[src/rtl/v_line_in.sv]
// Input-side router for one vertical line: synchronizes the pad buses and steers them
// to the macro slot picked by the active configuration, with a quiesced config switch.
module v_line_in #(
  parameter int POSITION       = 0,
  parameter int SYNC_STAGES    = 2,
  parameter int QUIESCE_CYCLES = 4
) (
  input  logic        wb_clk_i,
  input  logic        wb_rst_n,
  input  logic [3:0]  config_i,
  input  logic        config_valid_i,
  output logic        config_ready_o,
  output logic [3:0]  active_config_o,
  output logic        busy_o,
  input  logic [9:0]  north_pad_i,
  input  logic [13:0] west_pad_i,
  input  logic [13:0] east_pad_i,
  output logic [9:0]  north_i_0,
  output logic [9:0]  north_i_1,
  output logic [13:0] west_i_0,
  output logic [13:0] west_i_1,
  output logic [13:0] west_i_2,
  output logic [13:0] east_i_0,
  output logic [13:0] east_i_1,
  output logic [13:0] east_i_2
);

  typedef enum logic [1:0] {IDLE, DRAIN, SWITCH} state_e;

  state_e      state_q;
  logic [3:0]  cnt_q;
  logic [3:0]  pending_q;
  logic [3:0]  active_q;
  logic        ready_q;
  logic        busy_q;

  logic [9:0]  north_sync_q [SYNC_STAGES];
  logic [13:0] west_sync_q  [SYNC_STAGES];
  logic [13:0] east_sync_q  [SYNC_STAGES];

  logic [9:0]  north_d [2];
  logic [9:0]  north_q [2];
  logic [13:0] west_d  [3];
  logic [13:0] west_q  [3];
  logic [13:0] east_d  [3];
  logic [13:0] east_q  [3];

  logic [1:0]  sel;

  // Routing table for this line; unlisted configs and positions fall back to slot 0.
  always_comb begin
    sel = 2'd0;
    if (POSITION == 0) begin
      case (active_q)
        4'd1:    sel = 2'd2;
        4'd2:    sel = 2'd1;
        4'd3:    sel = 2'd2;
        default: sel = 2'd0;
      endcase
    end else if (POSITION == 1) begin
      case (active_q)
        4'd2, 4'd3: sel = 2'd1;
        default:    sel = 2'd0;
      endcase
    end else if (POSITION == 2) begin
      case (active_q)
        4'd0, 4'd2: sel = 2'd2;
        4'd3:       sel = 2'd1;
        default:    sel = 2'd0;
      endcase
    end
  end

  // NOTE: the synchronizer arrays are small flop banks, not RAM, so they are reset
  // explicitly; this keeps stale pad data out of the output stage after reset.
  always_ff @(posedge wb_clk_i or negedge wb_rst_n) begin
    if (!wb_rst_n) begin
      for (int i = 0; i < SYNC_STAGES; i++) begin
        north_sync_q[i] <= '0;
        west_sync_q[i]  <= '0;
        east_sync_q[i]  <= '0;
      end
    end else begin
      north_sync_q[0] <= north_pad_i;
      west_sync_q[0]  <= west_pad_i;
      east_sync_q[0]  <= east_pad_i;
      for (int i = 1; i < SYNC_STAGES; i++) begin
        north_sync_q[i] <= north_sync_q[i-1];
        west_sync_q[i]  <= west_sync_q[i-1];
        east_sync_q[i]  <= east_sync_q[i-1];
      end
    end
  end

  // NOTE: every _d gets a zero default before the steering case, so no latch is
  // inferred and unselected slots never hold stale data.
  always_comb begin
    for (int i = 0; i < 2; i++) north_d[i] = '0;
    for (int i = 0; i < 3; i++) begin
      west_d[i] = '0;
      east_d[i] = '0;
    end
    if (state_q == IDLE) begin
      if (sel[0]) north_d[1] = north_sync_q[SYNC_STAGES-1];
      else        north_d[0] = north_sync_q[SYNC_STAGES-1];
      case (sel)
        2'd0: begin
          west_d[0] = west_sync_q[SYNC_STAGES-1];
          east_d[0] = east_sync_q[SYNC_STAGES-1];
        end
        2'd1: begin
          west_d[1] = west_sync_q[SYNC_STAGES-1];
          east_d[1] = east_sync_q[SYNC_STAGES-1];
        end
        2'd2: begin
          west_d[2] = west_sync_q[SYNC_STAGES-1];
          east_d[2] = east_sync_q[SYNC_STAGES-1];
        end
        default: ;
      endcase
    end
  end

  // NOTE: all state is updated with non-blocking assignments so every flop samples
  // pre-edge values regardless of statement order.
  always_ff @(posedge wb_clk_i or negedge wb_rst_n) begin
    if (!wb_rst_n) begin
      for (int i = 0; i < 2; i++) north_q[i] <= '0;
      for (int i = 0; i < 3; i++) begin
        west_q[i] <= '0;
        east_q[i] <= '0;
      end
    end else begin
      north_q <= north_d;
      west_q  <= west_d;
      east_q  <= east_d;
    end
  end

  always_ff @(posedge wb_clk_i or negedge wb_rst_n) begin
    if (!wb_rst_n) begin
      state_q   <= IDLE;
      cnt_q     <= '0;
      pending_q <= '0;
      active_q  <= '0;
      ready_q   <= 1'b1;
      busy_q    <= 1'b0;
    end else begin
      case (state_q)
        IDLE: begin
          if (config_valid_i && ready_q) begin
            pending_q <= config_i;
            // A request for the already-active config is accepted without a drain.
            if (config_i != active_q) begin
              cnt_q   <= 4'(QUIESCE_CYCLES - 1);
              state_q <= DRAIN;
              ready_q <= 1'b0;
              busy_q  <= 1'b1;
            end
          end
        end
        DRAIN: begin
          if (cnt_q == 4'd0) state_q <= SWITCH;
          else               cnt_q   <= cnt_q - 4'd1;
        end
        SWITCH: begin
          active_q <= pending_q;
          state_q  <= IDLE;
          ready_q  <= 1'b1;
          busy_q   <= 1'b0;
        end
        default: begin
          state_q <= IDLE;
          ready_q <= 1'b1;
          busy_q  <= 1'b0;
        end
      endcase
    end
  end

  assign config_ready_o  = ready_q;
  assign busy_o          = busy_q;
  assign active_config_o = active_q;

  assign north_i_0 = north_q[0];
  assign north_i_1 = north_q[1];
  assign west_i_0  = west_q[0];
  assign west_i_1  = west_q[1];
  assign west_i_2  = west_q[2];
  assign east_i_0  = east_q[0];
  assign east_i_1  = east_q[1];
  assign east_i_2  = east_q[2];

endmodule

[config.mk]
export PLATFORM = sky130hd
export DESIGN_NAME = v_line_in
export DESIGN_NICKNAME = d
export VERILOG_FILES = /design/src/rtl/v_line_in.sv
export SDC_FILE = /design/constraint.sdc
export NUM_CORES = 1
export LEC_CHECK = 0
export CAP_MARGIN = 20
export CORE_AREA = 8 8 124 126
export CTS_CLUSTER_DIAMETER = 60
export DETAILED_ROUTE_END_ITERATION = 8
export DIE_AREA = 0 0 132 134
export DONT_BUFFER_PORTS = 1
export SLEW_MARGIN = 20
export SYNTH_ARGS = -nofsm -noshare
export SYNTH_HDL_FRONTEND = slang
export SYNTH_SLANG_ARGS = --single-unit
[constraint.sdc]
create_clock -name wb_clk_i -period 1.7 [get_ports wb_clk_i]
set_clock_uncertainty 0.2 [all_clocks]
set_input_delay 0.085 -clock wb_clk_i [delete_from_list [all_inputs] [get_ports wb_clk_i]]
set_output_delay 0.085 -clock wb_clk_i [all_outputs]
set_load 0.01 [all_outputs]
==> impl_metrics.tcl <==
set metrics [dict create \
    cts-root-buf "clkbuf_16" \
    vias 3060 \
    firstDrtPassIters 4 \
    worst_skew_pair.late_latency_ns 0.41 \
    avgSynthCellArea_um2 15.2 \
    gr-total-overflow 0 \
    drt-initial-drc-count 283 \
    die_h_um 134 \
    power_density_mw_per_mm2 1700 \
    rsz0062_at_grt "true" \
    max_cap_violations 0 \
    required_ns 1.80 \
    cp-end-kind "flip-flop" \
    crit_arrival_ns 1.75 \
    final_nets 507 \
    cts_tree "built" \
    synth_edf_count 0 \
    core_mm2 0.0135 \
    synth-warning-count 0 \
    hold_path.class "in -> async" \
    initial_utilization 0.435 \
    place_hpwl_um 7560 \
    grt_pass1_wl_um 19500 \
    critPathMaxFanout 7 \
    syn_nets 433 \
    synthCells 387 \
    violations "hold timing" \
    grt_start_max_net_pins 197 \
    die-area_mm2 0.0177 \
    avgViaCountPerCell 4.68 \
    stdcell_count 654 \
    cts_made_buffers 17 \
    diodes 0 \
    ant_nets 0 \
    setup_slack_ns 0.0578 \
    final_layout_size_suffix_gt1_frac 0.135 \
    syn_area_mm2 0.00588 \
    dpl_worst_slack_ns -0.00594 \
    drv_slew 0 \
    worst_pin_slew_ns 0.530 \
    wire_per_inst_um 18.6 \
    h-tree-depth 4 \
    portBuffers 0 \
    finalSetupViolCount 0 \
    gp_congestion 0.740 \
    ys_types 27 \
    fin_crit_sh 0.966 \
    async_reset_ff_frac 1.00 \
    top_level_ports 155 \
    yosysSeqAreaShare 0.835 \
    clock_path_buffers 2 \
    grt_use_total 0.145 \
    antenna_found_initial 1 \
    area_delta_synth_final_pct 24.6 \
    whs_ns -0.838 \
    placedCellCount 568 \
    max_freq_mhz 609 \
    crit_type "reg -> reg" \
    drc 0 \
    ys_ff_latch 196 \
    synth-main-ff-cell "dfrtp_1" \
    hold_viol 196 \
    row_count 43 \
    clk_pin_slew_ns 0.06 \
    status "finished, violations left" \
    ir_drop_mv 0.721 \
    critical_path.startpoint_type "flip-flop" \
    max_slew_margin 0.646 \
    wl_um 12100 \
    fin_util 0.542 \
    n_fill_cell 1074 \
    cts.sinks 196 \
    fp.dieW_um 132 \
    p_leak_nw 3.58 \
    grt_pass1_vias 3374 \
    finalCriticalPeriod_ns 1.64 \
]
-- synth_stat cells (2+ instances only) --
cell type | instances | area share
dfrtp_1 | 195 | 0.83
nor2_1 | 86 | 0.055
nand2_1 | 32 | 0.020
and3_1 | 22 | 0.023
clkbuf_1 | 8 | 0.0051
mux2_2 | 8 | 0.015
buf_2 | 7 | 0.0060
xor2_1 | 4 | 0.0060
inv_1 | 3 | 0.0019
nor2b_1 | 3 | 0.0032
a21oi_1 | 2 | 0.0017
o21a_1 | 2 | 0.0026
-- state kept, by name (all words and copies together) (netlist names), 4 cells and up --
signal,count
active_config_o,4
cnt_q,4
east_i_0,14
east_i_1,14
east_i_2,14
east_sync_q,28
north_i_0,10
north_i_1,10
north_sync_q,20
pending_q,4
west_i_0,14
west_i_1,14
west_i_2,14
west_sync_q,28
-- logic make-up (layout without fill, tap and decap cells) --
family	Yosys count	count (layout)	synth area share
compound gates	10	10	0.0155
xor+xnor	4	4	0.00596
fa+ha+maj	1	1	0.00213
buf+inv	18	105	0.0130
flops	196	196	0.835
mux	8	8	0.0153
simple gates	150	150	0.113
-- final timing paths --
| check | start | endpoint | slack (ns) | cells after the start |
|---|---|---|---|---|
| worst min-delay path | wb_rst_n | east_i_0[9] | -0.84 | 0 |
| worst max-delay path | state_q[1] | cnt_q[2] | 0.06 | 4 |
| worst max register to register | state_q[1] | cnt_q[2] | 0.06 | 4 |
| min in group wb_clk_i | east_pad_i[9] | east_sync_q[23] | 0.02 | 1 |
| max in group asynchronous | wb_rst_n | config_ready_o | 1.89 | 0 |
| worst min register to register | east_sync_q[17] | east_sync_q[3] | 0.14 | 0 |
-- layout by cell type, fill, tap and decap left out, drive strengths merged --
master	count
and4b	1
clkinv	6
nand2	32
buf	17
ha	1
o21ai	1
nor2	86
dlygate4sd3	53
nor2b	3
mux2	8
a31o	1
or2	1
dfstp	1
o211ai	1
or3b	1
nand3b	1
and3	22
clkinvlp	2
clkbuf	21
and4bb	1
inv	5
o21a	2
a21oi	2
xor2	4
a31oi	1
nor3	1
bufinv	1
o41ai	1
nor4b	1
o2111a	1
dfrtp	195
-- routing by layer --
metal,track usage,share of wire
met1,0.168,0.41
met2,0.220,0.48
met3,0.0793,0.099
met4,0.0562,0.014
met5,0,0.00066
-- stage by stage --
step / instance area, um^2 / total power [mW] / TNS [ns]
2_1_floorplan: 5880 / 7.62 / 0
3_3_place_gp: 6200 / 8.60 / 0
3_5_place_dp: 6200 / 8.70 / -0.00594
4_1_cts: 7290 / 12.6 / 0
5_1_grt: 7320 / 13.1 / -0.00756
6_report: 7320 / 12.5 / 0
-- layout make-up --
| class | instances | area, um^2 | share of cell area |
|---|---|---|---|
| tap | 180 | 225 | 0.0308 |
| timing repair buffer | 70 | 696 | 0.0950 |
| clock inverter | 11 | 100 | 0.0137 |
| multi-input combinational | 173 | 911 | 0.124 |
| sequential | 196 | 4910 | 0.670 |
| inverter | 3 | 11.3 | 0.00154 |
| clock buffer | 21 | 470 | 0.0643 |
-- timing repair --
item	4_1_cts	5_1_grt
hold buffers	52	1
endpoints found under the setup margin	2	3
resized for setup	1	2
pin swaps	0	1
setup buffers	0	1
endpoints found under the hold margin	243	197
-- power by group --
group          leakage (nW)  internal (mW)  switching [mW]
sequential             2.49           5.53           0.801
clock                 0.280           2.14            1.63
combinational         0.807          0.951            1.40
total                  3.58           8.63            3.83
-- worst max-delay path, cell delays in order (launching register included) --
cell,delay [ns]
dfrtp_1,0.45
and4bb_4,0.43
o41ai_4,0.09
buf_4,0.17
a31o_1,0.20
(Power assumes the default switching activity.)
